==> config.mk <==
export PLATFORM = sky130hd
export DESIGN_NAME = apb4_csr_top_flat
export DESIGN_NICKNAME = d
export VERILOG_FILES = /design/src/rtl/csr_ip_map_pkg.sv /design/src/rtl/bus2master_intf.sv /design/src/rtl/csr_ip_map.sv /design/src/rtl/apb4_csr_top.sv /design/src/flat_wrapper.sv
export SDC_FILE = /design/constraint.sdc
export NUM_CORES = 1
export LEC_CHECK = 0
export ABC_CLOCK_PERIOD_IN_PS = 2050
export BUFFER_PORTS_ARGS = -buffer_cell sky130_fd_sc_hd__buf_2
export CELL_PAD_IN_SITES_DETAIL_PLACEMENT = 1
export CELL_PAD_IN_SITES_GLOBAL_PLACEMENT = 1
export CORE_MARGIN = 2
export CORE_UTILIZATION = 30
export CTS_BUF_LIST = sky130_fd_sc_hd__clkbuf_4
export CTS_CLUSTER_DIAMETER = 30
export DETAILED_ROUTE_END_ITERATION = 10
export HOLD_SLACK_MARGIN = 0.03
export PLACE_DENSITY_LB_ADDON = 0.08
export SYNTH_ARGS = -nofsm -noshare
export SYNTH_HDL_FRONTEND = slang
export SYNTH_SLANG_ARGS = --single-unit
==> constraint.sdc <==
create_clock -name clk -period 2.05 [get_ports clk]
set_clock_uncertainty 0.2 [all_clocks]
set_input_delay 0.1025 -clock clk [delete_from_list [all_inputs] [get_ports clk]]
set_output_delay 0.1025 -clock clk [all_outputs]
set_load 0.02 [all_outputs]
==> src/rtl/csr_ip_map_pkg.sv <==
// Shared types and constants for the two-register CSR_IP_Map block:
// hardware interface structs, register addresses and reset values.
package csr_ip_map_pkg;

  localparam int CSR_MAP_DATA_WIDTH = 32;
  localparam int CSR_MAP_ADDR_WIDTH = 3;
  localparam int CSR_NUM_REGS       = 2;

  localparam logic [2:0]  REG0_ADDR  = 3'h0;
  localparam logic [2:0]  REG1_ADDR  = 3'h4;
  localparam logic [31:0] REG0_RESET = 32'h0000_0000;
  localparam logic [31:0] REG1_RESET = 32'h0000_0000;

  typedef struct packed {
    logic        we;
    logic [31:0] next;
  } CSR_IP_Map__reg__in_t;

  typedef struct packed {
    logic [31:0] value;
  } CSR_IP_Map__reg__out_t;

  typedef struct packed {
    CSR_IP_Map__reg__in_t reg1;
    CSR_IP_Map__reg__in_t reg0;
  } CSR_IP_Map__in_t;

  typedef struct packed {
    CSR_IP_Map__reg__out_t reg1;
    CSR_IP_Map__reg__out_t reg0;
  } CSR_IP_Map__out_t;

  // Only word-aligned offsets decode to a register.
  function automatic logic csr_addr_legal(input logic [CSR_MAP_ADDR_WIDTH-1:0] addr);
    return addr[1:0] == 2'b00;
  endfunction

  function automatic logic [CSR_MAP_ADDR_WIDTH-1:0] csr_reg_addr(input int idx);
    return (idx == 0) ? REG0_ADDR : REG1_ADDR;
  endfunction

  function automatic logic [CSR_MAP_DATA_WIDTH-1:0] csr_reset_value(input int idx);
    return (idx == 0) ? REG0_RESET : REG1_RESET;
  endfunction

endpackage

==> src/rtl/bus2master_intf.sv <==
// APB4 bus bundle without pstrb; the slave modport is what a CSR block consumes.
interface Bus2Master_intf #(
  parameter int ADDR_WIDTH = 3,
  parameter int DATA_WIDTH = 32
) (
  input logic pclk,
  input logic presetn
);

  logic                  psel;
  logic                  penable;
  logic                  pwrite;
  logic [ADDR_WIDTH-1:0] paddr;
  logic [DATA_WIDTH-1:0] pwdata;
  logic [DATA_WIDTH-1:0] prdata;
  logic                  pready;
  logic                  pslverr;

  modport slave (
    input  pclk, presetn, psel, penable, pwrite, paddr, pwdata,
    output prdata, pready, pslverr
  );

  modport master (
    input  pclk, presetn, prdata, pready, pslverr,
    output psel, penable, pwrite, paddr, pwdata
  );

endinterface

==> src/rtl/csr_ip_map.sv <==
// Register storage for REG0/REG1 behind a single-cycle CPU port, with
// hardware update inputs and continuous export of register contents.
module csr_ip_map
  import csr_ip_map_pkg::*;
(
  input  logic                          clk,
  input  logic                          rst_n,
  input  logic                          req,
  input  logic                          wr,
  input  logic [CSR_MAP_ADDR_WIDTH-1:0] addr,
  input  logic [CSR_MAP_DATA_WIDTH-1:0] wdata,
  output logic [CSR_MAP_DATA_WIDTH-1:0] rdata,
  output logic                          ack,
  output logic                          err,
  input  CSR_IP_Map__in_t               hwif_in,
  output CSR_IP_Map__out_t              hwif_out
);

  logic                                                legal;
  logic [CSR_NUM_REGS-1:0]                             hw_we;
  logic [CSR_NUM_REGS-1:0][CSR_MAP_DATA_WIDTH-1:0]     hw_next;
  logic [CSR_NUM_REGS-1:0][CSR_MAP_DATA_WIDTH-1:0]     reg_val;

  assign legal   = csr_addr_legal(addr);
  assign hw_we   = {hwif_in.reg1.we,   hwif_in.reg0.we};
  assign hw_next = {hwif_in.reg1.next, hwif_in.reg0.next};

  for (genvar gi = 0; gi < CSR_NUM_REGS; gi++) begin : g_reg
    localparam logic [CSR_MAP_ADDR_WIDTH-1:0] RADDR = csr_reg_addr(gi);

    logic                          bus_we;
    logic [CSR_MAP_DATA_WIDTH-1:0] reg_d;
    logic [CSR_MAP_DATA_WIDTH-1:0] reg_q;

    assign bus_we = req & wr & legal & (addr[2] == RADDR[2]);

    // Bus write takes priority over a same-edge hardware update.
    always_comb begin
      reg_d = reg_q;
      if (bus_we) begin
        reg_d = wdata;
      end else if (hw_we[gi]) begin
        reg_d = hw_next[gi];
      end
    end

    always_ff @(posedge clk or negedge rst_n) begin
      if (!rst_n) begin
        reg_q <= csr_reset_value(gi);
      end else begin
        reg_q <= reg_d;
      end
    end

    assign reg_val[gi] = reg_q;
  end

  assign ack   = req;
  assign err   = req & ~legal;
  assign rdata = (req & ~wr & legal) ? reg_val[addr[2]] : '0;

  assign hwif_out.reg0.value = reg_val[0];
  assign hwif_out.reg1.value = reg_val[1];

endmodule

==> src/rtl/apb4_csr_top.sv <==
// APB4 slave front end for CSR_IP_Map: turns the ACCESS phase into a
// single-cycle CPU request and returns zero-wait-state responses.
module apb4_csr_top
  import csr_ip_map_pkg::*;
#(
  parameter int DATA_WIDTH     = 32,
  parameter int ADDR_WIDTH     = 3,
  parameter int CSR_ADDR_WIDTH = 3
) (
  input  logic             clk,
  input  logic             rst_n,
  Bus2Master_intf.slave    s_apb4,
  input  CSR_IP_Map__in_t  hwif_in,
  output CSR_IP_Map__out_t hwif_out
);

  logic                      cpu_req;
  logic                      cpu_wr;
  logic [CSR_ADDR_WIDTH-1:0] cpu_addr;
  logic [DATA_WIDTH-1:0]     cpu_wdata;
  logic [DATA_WIDTH-1:0]     cpu_rdata;
  logic                      cpu_ack;
  logic                      cpu_err;

  // Only the ACCESS phase has side effects; rst_n gating keeps pready low
  // during reset even if the master leaves psel/penable high.
  assign cpu_req   = s_apb4.psel & s_apb4.penable & rst_n;
  assign cpu_wr    = s_apb4.pwrite;
  assign cpu_addr  = s_apb4.paddr;
  assign cpu_wdata = s_apb4.pwdata;

  csr_ip_map u_csr_ip_map (
    .clk      (clk),
    .rst_n    (rst_n),
    .req      (cpu_req),
    .wr       (cpu_wr),
    .addr     (cpu_addr),
    .wdata    (cpu_wdata),
    .rdata    (cpu_rdata),
    .ack      (cpu_ack),
    .err      (cpu_err),
    .hwif_in  (hwif_in),
    .hwif_out (hwif_out)
  );

  assign s_apb4.pready  = cpu_ack;
  assign s_apb4.pslverr = cpu_err;
  assign s_apb4.prdata  = cpu_rdata;

endmodule

==> src/flat_wrapper.sv <==
// flat-port wrapper written by rule: the top's interface ports become plain ports
module apb4_csr_top_flat import csr_ip_map_pkg::*;
#(
  parameter int DATA_WIDTH     = 32,
  parameter int ADDR_WIDTH     = 3,
  parameter int CSR_ADDR_WIDTH = 3
)
  (clk, rst_n, hwif_in, hwif_out, pclk, presetn, s_apb4_psel, s_apb4_penable, s_apb4_pwrite, s_apb4_paddr, s_apb4_pwdata, s_apb4_prdata, s_apb4_pready, s_apb4_pslverr);
  Bus2Master_intf #(.ADDR_WIDTH(ADDR_WIDTH), .DATA_WIDTH(DATA_WIDTH)) s_apb4_i (.pclk(pclk), .presetn(presetn));
  input  logic clk;
  input  logic rst_n;
  input  CSR_IP_Map__in_t hwif_in;
  output CSR_IP_Map__out_t hwif_out;
  input wire logic pclk;
  input wire logic presetn;
  input wire logic [$bits(s_apb4_i.psel)-1:0] s_apb4_psel;
  input wire logic [$bits(s_apb4_i.penable)-1:0] s_apb4_penable;
  input wire logic [$bits(s_apb4_i.pwrite)-1:0] s_apb4_pwrite;
  input wire logic [$bits(s_apb4_i.paddr)-1:0] s_apb4_paddr;
  input wire logic [$bits(s_apb4_i.pwdata)-1:0] s_apb4_pwdata;
  output wire logic [$bits(s_apb4_i.prdata)-1:0] s_apb4_prdata;
  output wire logic [$bits(s_apb4_i.pready)-1:0] s_apb4_pready;
  output wire logic [$bits(s_apb4_i.pslverr)-1:0] s_apb4_pslverr;
  assign s_apb4_i.psel = s_apb4_psel;
  assign s_apb4_i.penable = s_apb4_penable;
  assign s_apb4_i.pwrite = s_apb4_pwrite;
  assign s_apb4_i.paddr = s_apb4_paddr;
  assign s_apb4_i.pwdata = s_apb4_pwdata;
  assign s_apb4_prdata = s_apb4_i.prdata;
  assign s_apb4_pready = s_apb4_i.pready;
  assign s_apb4_pslverr = s_apb4_i.pslverr;
  apb4_csr_top #(.DATA_WIDTH(DATA_WIDTH), .ADDR_WIDTH(ADDR_WIDTH), .CSR_ADDR_WIDTH(CSR_ADDR_WIDTH)) u_core (.clk(clk), .rst_n(rst_n), .s_apb4(s_apb4_i), .hwif_in(hwif_in), .hwif_out(hwif_out));
endmodule
==> results.yml, run 1 <==
clock_network:
  cts-root-buf: "clkbuf_4"
  clk_pin_slew_worst_paths_ps: 100
  cts_max_level: 3
  clkLatencyLatePin_ps: 400
  cts_buffers: 9
  cts_tree: "yes"
  cts_num_sinks: 64
  post_cts_buffers: 0
  cts.path.max_buffers: 2
global_route:
  gr-total-overflow: 0
  grt_pass1_wl_um: 20500
  track_usage_pct: 18.7
  first_global_vias: 3808
  grt_max_degree: 65
  antenna_found_initial: 0
synthesis:
  synth_warnings: 0
  post_synth.cell_area_avg_sq_um: 13.8
  synth.top_cell.area_share_pct: 40.8
  syn_area_sq_um: 3930
  synthTopCellsByArea: "dfrtp_1 41%, mux2_4 23%, mux2_2 17%"
  seq_area_frac_synth_pct: 40.8
  syn_inst: 284
  ys_types: 16
  ys_ff_latch: 64
  synth_top_area_cell: "dfrtp_1"
  synth_nets: 392
power_and_ir_drop:
  p_int_uw: 2310
  p_per_area_nw_per_um2: 538
  netSwitchingFraction_pct: 31.2
  seq_power_share_pct: 44.7
  leakagePower_uw: 0.00328
  p_comb_share_pct: 34.3
  power_switching_uw: 1050
  ir_worst_vdd_mv: 0.233
  pwr-share-clk_pct: 21.1
sta:
  relSlewSlack_pct: 41.8
  setup_viol: 0
  period_share_pct: 92.5
  period_needed_ps: 1900
  max_clock_freq_mhz: 527
  hold_violations: 0
  setup_tns_ps: 0
  grt_setup_unrepaired: "no"
  tightest_slew_ps: 873
  slew_violations: 0
cells_and_area:
  largest_reg_flops: 64
  final_cell_mix: "203 x buf_2, 97 x dlygate4sd3_1, 64 x dfrtp_1"
  fin_cells: 758
  n_fill_cell: 1405
  reg.largest.list: "u_core.u_csr_ip_map.g.reg_q x64"
  area_growth_pct: 58.8
  final_cell_area_sq_um: 6240
  antenna_cells: 0
  drive_above_1_share_pct: 58.9
  regMostFlops: "u_core.u_csr_ip_map.g.reg_q"
  nets: 691
  final_common_cell: "buf_2"
floorplanning:
  start_util_pct: 30.9
  row_count: 41
  core_sq_um: 12700
  dieArea_sq_um: 14000
  die_h_um: 118
  ios: 206
  die_w_um: 118
place:
  dp.cells: 647
  placed_area_sq_um: 5170
  gp_congestion: 0.714
  portBuffers: 203
  dpl.hpwl_um: 8520
routing:
  finalWirelength_um: 12900
  drc_errors: 0
  vias: 3371
  routedWlPerCell_um: 17.1
  drt-vias-per-instance: 4.45
  drt-pass1-iter-count: 4
  drtIter0Drc: 89
  antenna_left: 0
critical_path:
  crit_type: "in2reg"
  required_ps: 2130
  critPathCaptureType: "flop"
  arrival_ps: 1980
  cp-start-kind: "primary input"
  worst-path-max-fanout: 14
worst_hold_path:
  min_path_type: "in2reg"
run:
  maxCapViolCount: 0
outcome:
  run_status: "finished clean"
-- cell families after synthesis --
group	count (synthesis)	synth area share [%]
simple gates	38	4.87
buf+inv	22	3.76
flops	64	40.8
mux	160	50.6
-- final timing paths --
path | startpoint | endpoint | slack (ps) | cells past startpoint
max | rst_n | u_core.u_csr_ip_map.g_reg[0].reg_q[4] | 150 | 6
min | s_apb4_pwrite | u_core.u_csr_ip_map.g_reg[0].reg_q[7] | 70 | 3
max reg2reg | u_core.u_csr_ip_map.g_reg[0].reg_q[20] | u_core.u_csr_ip_map.g_reg[0].reg_q[20] | 220 | 3
min reg2reg | u_core.u_csr_ip_map.g_reg[0].reg_q[6] | u_core.u_csr_ip_map.g_reg[0].reg_q[6] | 460 | 2
max in group asynchronous | rst_n | u_core.u_csr_ip_map.g_reg[1].reg_q[2] | 800 | 3
min in group asynchronous | rst_n | u_core.u_csr_ip_map.g_reg[0].reg_q[20] | 280 | 3
-- power groups by stage --
| stage | Sequential, uW | Clock [uW] | Combinational, uW |
|---|---|---|---|
| detailed placement | 1530 | 0 | 960 |
| floorplan | 1670 | 0 | 437 |
| finish | 1500 | 707 | 1150 |
| global route | 1520 | 800 | 1230 |
| global placement | 1520 | 0 | 945 |
| CTS | 1500 | 743 | 1160 |
-- cells in the mapped netlist --
cell type  number
nor2_2          1
and3_1          1
buf_4           1
nand4_4         1
buf_6           6
clkbuf_1        2
nor2_1         32
nand4b_4        1
mux2_2         58
mux2_4         60
buf_2          13
mux2_1         10
nor2b_1         1
dfrtp_1        64
mux2i_1        32
nand3b_1        1
-- layout make-up --
cell class	count	area [sq um]	area share [%]
clock buffer	11	82.6	1.32
clock inverter	3	11.3	0.181
multi-input combinational	198	2180	34.9
sequential	64	1600	25.7
tap	172	215	3.45
timing repair buffer	310	2150	34.5
-- critical path: stages --
cell,delay (ps)
buf_2,100
and3_1,340
nand4b_4,300
buf_12,260
mux2_4,300
dlygate4sd3_1,560
-- metal layers --
layer / vias to the layer above / GRT usage [%] / share of wire (%) / routed length (um)
met5: - / 0 / 0 / 0
met1: 1636 / 22.1 / 42 / 5400
met3: 7 / 4.20 / 5.9 / 762
li1: 1614 / - / - / -
met4: 0 / 5.58 / 0.77 / 99
met2: 114 / 33.8 / 52 / 6670
-- per-stage QoR --
step / total power [uW] / util, % / setup WS (ps) / hold slack, ps
after detailed placement: 2490 / 40.7 / 259 / 153
after CTS: 3400 / 49.0 / 169 / 46.3
after global placement: 2470 / 40.7 / 285 / 149
after floorplan: 2110 / - / 653 / -393
after global routing: 3560 / 49.0 / 94.8 / 52.7
final: 3360 / 49.0 / 154 / 70.7
-- timing repair --
item,4_1_cts,5_1_grt
resized for setup,0,0
hold endpoints to repair,128,0
hold buffers,97,0
Power figures use the tool's default switching activity.
==> run 2: changes to the inputs <==
--- a/config.mk
+++ b/config.mk
@@ -7,8 +7,6 @@
 export LEC_CHECK = 0
 export ABC_CLOCK_PERIOD_IN_PS = 2050
 export BUFFER_PORTS_ARGS = -buffer_cell sky130_fd_sc_hd__buf_2
-export CELL_PAD_IN_SITES_DETAIL_PLACEMENT = 1
-export CELL_PAD_IN_SITES_GLOBAL_PLACEMENT = 1
 export CORE_MARGIN = 2
 export CORE_UTILIZATION = 30
 export CTS_BUF_LIST = sky130_fd_sc_hd__clkbuf_4
==> run 2 against run 1 <==
Global-route usage down 1.5 points. Worst hold slack worse by 3.1 ps. Count of clock-buffer cells in the layout down 2. First-iteration DRC count down 5.6%. Combinational power about the same. Non-clock buffer count up 3. Sequential power about the same. Via count down 0.18%. Sequential share of layout area down 0.13 points. Final area up 0.52%. Cell count up 0.53%. Largest power group unchanged.
==> results.yml, run 2 (synthesized netlist as in run 1, its figures left out) <==
outcome:
  run_status: "finished clean"
cells_and_area:
  final_cell_mix: "203 x buf_2, 97 x dlygate4sd3_1, 64 x dfrtp_1"
  final_common_cell: "buf_2"
  regArea_sq_um: 1600
  multiInputGateArea_sq_um: 2180
  nets: 694
  area_growth_pct: 59.7
  antenna_cells: 0
  largest_reg_flops: 64
  regMostFlops: "u_core.u_csr_ip_map.g.reg_q"
  drive_above_1_share_pct: 59.5
  n_fill_cell: 1202
  reg.largest.list: "u_core.u_csr_ip_map.g.reg_q x64"
floorplanning:
  die_h_um: 118
  dieArea_sq_um: 14000
  die_w_um: 118
  core_sq_um: 12700
  row_count: 41
  ios: 206
  start_util_pct: 30.9
critical_path:
  worstRegToRegCells: 3
  reg2reg_from: "u_core.u_csr_ip_map.g_reg[0].reg_q[20]"
  worst-path-max-fanout: 3
  critPathCaptureType: "flop"
  crit_type: "reg2reg"
  cp-start-kind: "flop"
  required_ps: 2130
  arrival_ps: 1910
  r2r-end: "u_core.u_csr_ip_map.g_reg[0].reg_q[20]"
  reg2reg_slack_ps: 230
global_route:
  antenna_found_initial: 0
  grt_pass1_wl_um: 18800
  gr-total-overflow: 0
  first_global_vias: 3556
  grt_max_degree: 65
  track_usage_pct: 17.2
routing:
  antenna_left: 0
  drt-pass1-iter-count: 4
  finalWirelength_um: 12100
  drtIter0Drc: 84
  routedWlPerCell_um: 15.9
  vias: 3365
  drc_errors: 0
  drt-vias-per-instance: 4.42
power_and_ir_drop:
  leakagePower_uw: 0.00329
  p_per_area_nw_per_um2: 555
  ir_worst_vdd_mv: 0.286
place:
  portBuffers: 203
  gp_congestion: 0.753
  dpl.hpwl_um: 7960
sta:
  slew_violations: 0
  max_clock_freq_mhz: 549
  tightest_slew_ps: 849
  setup_tns_ps: 0
  grt_setup_unrepaired: "no"
  hold_violations: 0
  setup_viol: 0
  relSlewSlack_pct: 43.4
  period_needed_ps: 1820
  period_share_pct: 88.9
  whs_ps: 67.6
worst_hold_path:
  whs_path_depth: 3
  min_path_type: "in2reg"
  min_to: "u_core.u_csr_ip_map.g_reg[1].reg_q[15]"
  worstHoldStart: "s_apb4_paddr[2]"
clock_network:
  clkLatencyLatePin_ps: 400
  cts_buffers: 9
  clk_pin_slew_worst_paths_ps: 100
  cts_tree: "yes"
  cts.path.max_buffers: 2
  cts-root-buf: "clkbuf_4"
  cts_resized: 0
  cts_num_sinks: 64
  cts_max_level: 3
run:
  maxCapViolCount: 0
==> run 2: critical path, stage by stage, from the launching register on <==
cell	delay, ps
dfrtp_1	420
mux2_1	290
mux2_4	250
dlygate4sd3_1	560
==> run 2: routing by layer <==
layer	GRT usage, %	vias up	part of all wire (%)
met1	21.2	1614	45
met2	30.0	121	49
li1	-	1617	-
met5	0	-	0
met3	3.47	13	5.4
met4	5.58	0	1.5
==> run 2: repair_timing <==
action,CTS,global route
buffers inserted,0,0
hold endpoints to repair,128,0
hold buffers,97,0
==> run 2: worst max-delay path by stage <==
stage | depth (start not counted) | startpoint | slack, ps | endpoint
2_1_floorplan | 4 | hwif_in[32] | 650 | u_core.u_csr_ip_map.g_reg[0].reg_q[14]
3_3_place_gp | 5 | s_apb4_paddr[1] | 330 | u_core.u_csr_ip_map.g_reg[1].reg_q[5]
3_5_place_dp | 5 | s_apb4_paddr[1] | 320 | u_core.u_csr_ip_map.g_reg[1].reg_q[14]
4_1_cts | 6 | s_apb4_paddr[1] | 220 | u_core.u_csr_ip_map.g_reg[1].reg_q[5]
5_1_grt | 3 | u_core.u_csr_ip_map.g_reg[0].reg_q[31] | 160 | u_core.u_csr_ip_map.g_reg[0].reg_q[31]
6_report | 3 | u_core.u_csr_ip_map.g_reg[0].reg_q[20] | 230 | u_core.u_csr_ip_map.g_reg[0].reg_q[20]
==> run 2: metrics by stage <==
step | total power (uW) | worst slack [ps] | utilization [%] | cell area [sq um] | instances
2_1_floorplan | 2110 | 653 | - | 3930 | 284
3_3_place_gp | 2470 | 334 | 40.6 | 5170 | 650
3_5_place_dp | 2480 | 315 | 40.6 | 5170 | 650
4_1_cts | 3530 | 223 | 49.3 | 6270 | 762
5_1_grt | 3680 | 163 | 49.3 | 6270 | 762
6_report | 3480 | 227 | 49.3 | 6270 | 762
==> run 2: cell type report <==
| type | instances | area share (%) |
|---|---|---|
| Clock buffer | 9 | 1.08 |
| Clock inverter | 6 | 0.978 |
| Multi-Input combinational cell | 198 | 34.7 |
| Sequential cell | 64 | 25.5 |
| Tap cell | 172 | 3.43 |
| Timing Repair Buffer | 313 | 34.2 |
==> run 2: power breakdown <==
group / internal [uW] / switching (uW)
Combinational: 660 / 480
Clock: 359 / 488
Sequential: 1390 / 101
